<file path="src/rtl/mulfunc_pkg.sv">
// Shared types and sizing helpers for the iterative shift-add multiplier.
package mulfunc_pkg;

    typedef enum logic [1:0] {
        IDLE = 2'd0,
        RUN  = 2'd1,
        DONE = 2'd2
    } state_t;

    function automatic int unsigned calc_n(input int unsigned xlen, input int unsigned bpc);
        return xlen / bpc;
    endfunction

    function automatic int unsigned cnt_w(input int unsigned n);
        return $clog2(n + 1);
    endfunction

    function automatic int unsigned shift_w(input int unsigned xlen);
        return $clog2(2 * xlen);
    endfunction

endpackage

</file>
<file path="src/rtl/mulfunc_if.sv">
// Request/acknowledge bus of the multiplier: operands in, product out.
interface mulfunc_if #(
    parameter int unsigned XLEN = 32
);
    logic [XLEN-1:0] a;
    logic [XLEN-1:0] b;
    logic            sgn;
    logic            vld;
    logic            rdy;
    logic [XLEN-1:0] prod_lo;
    logic [XLEN-1:0] prod_hi;
    logic            ack;

    modport master (
        output a, b, sgn, vld,
        input  rdy, prod_lo, prod_hi, ack
    );

    modport slave (
        input  a, b, sgn, vld,
        output rdy, prod_lo, prod_hi, ack
    );
endinterface

</file>
<file path="src/rtl/mulfunc_step.sv">
// One shift-add iteration: adds a * b-slice, shifted into place, to the accumulator.
module mulfunc_step
    import mulfunc_pkg::*;
#(
    parameter int unsigned XLEN = 32,
    parameter int unsigned BPC  = 4,
    parameter int unsigned SHW  = 6
) (
    input  logic [2*XLEN-1:0] acc,
    input  logic [XLEN-1:0]   a,
    input  logic [BPC-1:0]    bs,
    input  logic [SHW-1:0]    shift,
    output logic [2*XLEN-1:0] acc_nx
);
    logic [2*XLEN-1:0] pp;

    assign pp     = {{XLEN{1'b0}}, a} * {{(2*XLEN-BPC){1'b0}}, bs};
    assign acc_nx = acc + (pp << shift);
endmodule

</file>
<file path="src/rtl/mulfunc_seq.sv">
// Iterative multiplier, BPC multiplier bits per cycle, single-pulse vld/ack.
// Optional two's-complement support via `define MULFUNC_SIGNED_EN.
module mulfunc_seq
    import mulfunc_pkg::*;
#(
    parameter int unsigned XLEN = 32,
    parameter int unsigned BPC  = 4
) (
    input  logic      clk,
    input  logic      rst,
    mulfunc_if.slave  bus
);
    localparam int unsigned N   = calc_n(XLEN, BPC);
    localparam int unsigned CW  = cnt_w(N);
    localparam int unsigned SHW = shift_w(XLEN);

    if (XLEN % BPC != 0) begin : g_chk
        $error("mulfunc_seq: XLEN must be a multiple of BPC");
    end

    state_t            state, state_nx;
    logic [CW-1:0]     cnt;
    logic [XLEN-1:0]   a_r, b_r;
    logic [XLEN-1:0]   a_in, b_in;
    logic [2*XLEN-1:0] acc, acc_nx, res;
    logic [SHW-1:0]    shift;
    logic              accept, last;

    assign shift = SHW'(cnt) * SHW'(BPC);

    mulfunc_step #(
        .XLEN (XLEN),
        .BPC  (BPC),
        .SHW  (SHW)
    ) u_step (
        .acc    (acc),
        .a      (a_r),
        .bs     (b_r[BPC-1:0]),
        .shift  (shift),
        .acc_nx (acc_nx)
    );

`ifdef MULFUNC_SIGNED_EN
    // Operands are latched as magnitudes; the sign is re-applied on the final load.
    logic neg, neg_in;

    always_comb begin
        neg_in = bus.sgn & (bus.a[XLEN-1] ^ bus.b[XLEN-1]);
        a_in   = (bus.sgn & bus.a[XLEN-1]) ? -bus.a : bus.a;
        b_in   = (bus.sgn & bus.b[XLEN-1]) ? -bus.b : bus.b;
        res    = neg ? -acc_nx : acc_nx;
    end

    always_ff @(posedge clk or posedge rst) begin
        if (rst)
            neg <= 1'b0;
        else if (accept)
            neg <= neg_in;
    end
`else
    logic unused_sgn;

    assign unused_sgn = bus.sgn;
    assign a_in       = bus.a;
    assign b_in       = bus.b;
    assign res        = acc_nx;
`endif

    always_ff @(posedge clk or posedge rst) begin
        if (rst)
            state <= IDLE;
        else
            state <= state_nx;
    end

    always_comb begin
        state_nx = state;
        accept   = 1'b0;
        last     = 1'b0;
        case (state)
            IDLE: begin
                if (bus.vld) begin
                    accept   = 1'b1;
                    state_nx = RUN;
                end
            end
            RUN: begin
                if (cnt == CW'(N - 1)) begin
                    last     = 1'b1;
                    state_nx = DONE;
                end
            end
            DONE:    state_nx = IDLE;
            default: state_nx = IDLE;
        endcase
    end

    assign bus.rdy = (state == IDLE);
    assign bus.ack = (state == DONE);

    // The product registers load on the final RUN edge so they are valid throughout DONE.
    always_ff @(posedge clk or posedge rst) begin
        if (rst) begin
            a_r         <= '0;
            b_r         <= '0;
            acc         <= '0;
            cnt         <= '0;
            bus.prod_lo <= '0;
            bus.prod_hi <= '0;
        end else if (accept) begin
            a_r <= a_in;
            b_r <= b_in;
            acc <= '0;
            cnt <= '0;
        end else if (state == RUN) begin
            acc <= acc_nx;
            b_r <= b_r >> BPC;
            cnt <= cnt + CW'(1);
            if (last) begin
                bus.prod_lo <= res[XLEN-1:0];
                bus.prod_hi <= res[2*XLEN-1:XLEN];
            end
        end
    end
endmodule

</file>
<file path="src/flat_wrapper.sv">
// flat-port wrapper written by rule: the top's interface ports become plain ports
module mulfunc_seq_flat import mulfunc_pkg::*;
#(
    parameter int unsigned XLEN = 32,
    parameter int unsigned BPC  = 4
)
  (clk, rst, bus_a, bus_b, bus_sgn, bus_vld, bus_rdy, bus_prod_lo, bus_prod_hi, bus_ack);
  mulfunc_if #(.XLEN(XLEN)) bus_i ();
  input  logic clk;
  input  logic rst;
  input wire logic [$bits(bus_i.a)-1:0] bus_a;
  input wire logic [$bits(bus_i.b)-1:0] bus_b;
  input wire logic [$bits(bus_i.sgn)-1:0] bus_sgn;
  input wire logic [$bits(bus_i.vld)-1:0] bus_vld;
  output wire logic [$bits(bus_i.rdy)-1:0] bus_rdy;
  output wire logic [$bits(bus_i.prod_lo)-1:0] bus_prod_lo;
  output wire logic [$bits(bus_i.prod_hi)-1:0] bus_prod_hi;
  output wire logic [$bits(bus_i.ack)-1:0] bus_ack;
  assign bus_i.a = bus_a;
  assign bus_i.b = bus_b;
  assign bus_i.sgn = bus_sgn;
  assign bus_i.vld = bus_vld;
  assign bus_rdy = bus_i.rdy;
  assign bus_prod_lo = bus_i.prod_lo;
  assign bus_prod_hi = bus_i.prod_hi;
  assign bus_ack = bus_i.ack;
  mulfunc_seq #(.XLEN(XLEN), .BPC(BPC)) u_core (.clk(clk), .rst(rst), .bus(bus_i));
endmodule
</file>
<file path="config.mk">
export PLATFORM = sky130hd
export DESIGN_NAME = mulfunc_seq_flat
export DESIGN_NICKNAME = d
export VERILOG_FILES = /design/src/rtl/mulfunc_pkg.sv /design/src/rtl/mulfunc_if.sv /design/src/rtl/mulfunc_step.sv /design/src/rtl/mulfunc_seq.sv /design/src/flat_wrapper.sv
export SDC_FILE = /design/constraint.sdc
export NUM_CORES = 1
export LEC_CHECK = 0
export CAP_MARGIN = 25
export CORE_ASPECT_RATIO = 1.1
export CORE_MARGIN = 2
export CORE_UTILIZATION = 60
export CTS_CLUSTER_SIZE = 28
export DETAILED_ROUTE_END_ITERATION = 8
export GPL_TIMING_DRIVEN = 0
export HOLD_SLACK_MARGIN = 0.02
export PLACE_DENSITY = 0.89
export SLEW_MARGIN = 15
export SYNTH_ARGS = -nofsm -noshare
export SYNTH_HDL_FRONTEND = slang
export SYNTH_SLANG_ARGS = --single-unit
</file>
<file path="constraint.sdc">
create_clock -name clk -period 8.6 [get_ports clk]
set_input_delay 1.29 -clock clk [delete_from_list [all_inputs] [get_ports clk]]
set_output_delay 1.29 -clock clk [all_outputs]
set_load 0.02 [all_outputs]
</file>
==> metrics.md <==
| Metric | Value |
|---|---|
| Period utilisation layout | 97.57% |
| CP Max Fanout | 10 |
| Io pins | 134 |
| Crit-path most repeated cell | fa_1 |
| Hold path depth | 2 |
| CP required | 8930 ps |
| Pre-CTS WS | -800.6 ps |
| Chip height | 181.4 um |
| Die Area | 29990 um2 |
| Placed insts | 2655 |
| Slew Viols, Final | 0 |
| Ratio of cells with drive above 1 in the final layout | 4.380% |
| Total grt overflow | 0 |
| CTS Hold Bufs | 0 |
| Antenna cells | 0 |
| Netlist cell types | 75 |
| Register area share after synthesis | 28.85% |
| Worst EP arrival | 8720 ps |
| Routed via count | 16800 |
| Root Driver | clkbuf_16 |
| Final Worst Setup Slack | 209.3 ps |
| Total GRT Usage | 37.10% |
| Fillers | 2246 |
| Critical path class | flop to flop |
| Worst Hold Class | flop to flop |
| Crit start category | flop |
| Core area | 28030 um2 |
| Mapped Avg Cell Area | 7.954 um2 |
| Simple-gate area share of the yosys netlist | 21.46% |
| R2R depth | 29 |
| Fmax | 119.2 MHz |
| Synth Area in Compound Gates | 22.03% |
| Via density | 6.240 |
| Worst slew pin tran | 935.5 ps |
| Top_reg_cell synth | dfrtp_1 |
| CP max stage cell | fa_1 |
| EDFF count, synth | 0 |
| Fin cells | 2692 |
| CTS H-Tree Depth | 4 |
| Syn-to-layout area delta | 15.14% |
| Reg clk slew, reported paths | 80 ps |
| Crit. End Element | flop |
| Largest net degree at the start of global routing | 104 |
| Syn_nets | 2392 |
| Via count of the first global-routing pass | 16510 |
| Final #Nets | 2549 |
| Most frequent cell after synthesis | nand2_1 |
| Die width | 165.3 um |
| Synth area leader | dfrtp_1 |
| Top cell type's share of synthesized area | 28.85% |
| GPL Wtd Cong | 1.029 |
| Max Cap Violations | 0 |
| Post-layout minimum cycle time | 8391 ps |
| Post-synth top cells | 398 x nand2_1, 198 x dfrtp_1, 187 x o21ai_0 |
| Normalized max-slew margin | 36.97% |
| Final wirelength | 55190 um |
| Fin Hold WS | 479.1 ps |
| Initial drt markers | 1350 |
| Largest family of logic cells by synthesized area | compound AO/OA/AOI/OAI gates |
| Status | finished clean |
| Crit-path max cell delay | 540 ps |
| Mapped Cells | 2159 |
| First-pass GRT wire length | 86730 um |
| Syn Std Cell Area | 17170 um2 |
| Setup Skew | 11.56 ps |
| Final setup viols | 0 |
| CTS Buf Count | 17 |
| Post-Synth Adder-Cell Area | 14.69% |
| Post-DRT Antenna Nets | 0 |
| CTS Buffer Depth | 2 |
| Top post-synthesis cells by area | dfrtp_1 29%, nand2_1 8.7%, ha_1 7.6% |
| FP Rows | 64 |
| Yosys Warn Count | 0 |
| DP HPWL | 42560 um |
| Clock sinks | 198 |
| First drt pass iteration count | 7 |
| Synth Area in XOR/XNOR | 4.488% |
| Final hold viol count | 0 |
| Yosys reg bits | 198 |
| Starting density of the core | 61.27% |
| Clk_lat worst skew | 460 ps |
| Port bufs | 132 |
| Initial antenna violation count | 0 |
| CTS tree | done |
| Mux cell area share after synthesis | 2.353% |
| Asr flop ratio synth | 100.0% |
| DRC | 0 |
| Wire per inst | 20.50 um |
cells in the final DEF, fill, tap and decap left out, types with 63 or more instances in the layout:
| cell | instances |
|---|---|
| o21ai_0 | 183 |
| nand3_1 | 76 |
| ha_1 | 103 |
| nand2_1 | 397 |
| dfrtp_1 | 196 |
| a21o_1 | 63 |
| a21oi_1 | 117 |
| clkbuf_1 | 112 |
| and2_1 | 110 |
| nor2_1 | 109 |
| inv_1 | 148 |
| clkdlybuf4s50_1 | 132 |
per-stage QoR:
step / area [um2] / util, % / TNS [ps]
2_1_floorplan: 17170 / - / 0
3_3_place_gp: 18950 / 67.61 / -103510
3_5_place_dp: 18980 / 67.73 / -4046
4_1_cts: 19640 / 70.08 / 0
5_1_grt: 19770 / 70.55 / -51.17
6_report: 19770 / 70.55 / 0
sequential cells by signal (all words and copies together) (netlist names):
register and cells:
u_core.acc 64, u_core.bus.prod_lo 32, u_core.a_r 32, u_core.cnt 4, u_core.state 2, u_core.b_r 32, u_core.bus.prod_hi 32
cell families after synthesis:
group / count (synthesis)
compound gates: 593
xor+xnor: 88
fa+ha+maj: 165
buf+inv: 279
flops: 198
mux: 33
simple gates: 803
what timing repair did:
action / 4_1_cts / 5_1_grt
buffers inserted: 1 / 4
pin swaps: 3 / 10
resized for setup: 16 / 32
endpoints found under the setup margin: 28 / 23
path summary, 6_finish.rpt:
path                                                    startpoint  slack [ps]                                  to
worst max-delay path                     u_core.b_r[2]$_DFFE_PP0P_         210  u_core.bus.prod_hi[31]$_DFFE_PP0P_
worst min-delay path            u_core.bus.prod_hi[29]$_DFFE_PP0P_         480  u_core.bus.prod_hi[29]$_DFFE_PP0P_
worst max register to register           u_core.b_r[2]$_DFFE_PP0P_         210  u_core.bus.prod_hi[31]$_DFFE_PP0P_
worst min register to register  u_core.bus.prod_hi[29]$_DFFE_PP0P_         480  u_core.bus.prod_hi[29]$_DFFE_PP0P_
max in group asynchronous                                      rst        6300          u_core.acc[59]$_DFFE_PP0P_
min in group asynchronous                                      rst        1330          u_core.acc[14]$_DFFE_PP0P_
worst max-delay path: cells and delay by family (launching register included):
kind	cells	cell delay, ps
compound gates	11	3040
fa+ha+maj	4	1880
simple gates	8	1500
xor+xnor	3	750
buf+inv	3	610
flops	1	460
layout make-up:
type	count	area [um2]	area share, %
plain buffers	128	501.7	2.537
clock buffers	19	452.9	2.291
clock inverters	13	135.1	0.6834
inverters	151	574.3	2.905
multi-input cells	1682	11310	57.20
flip-flops and latches	198	4957	25.07
well taps	363	454.2	2.297
repair buffers	138	1386	7.011
layer usage:
metal | part of all wire, % | global-route usage [%] | vias to the layer above
li1 | - | - | 7749
met1 | 41 | 47.68 | 8158
met2 | 48 | 62.47 | 734
met3 | 6.2 | 4.066 | 158
met4 | 5.0 | 17.59 | 0
met5 | 0 | 0 | -
Power is not shown: default switching activity piles up to over one toggle a cycle in this logic, so the estimate is an artifact.
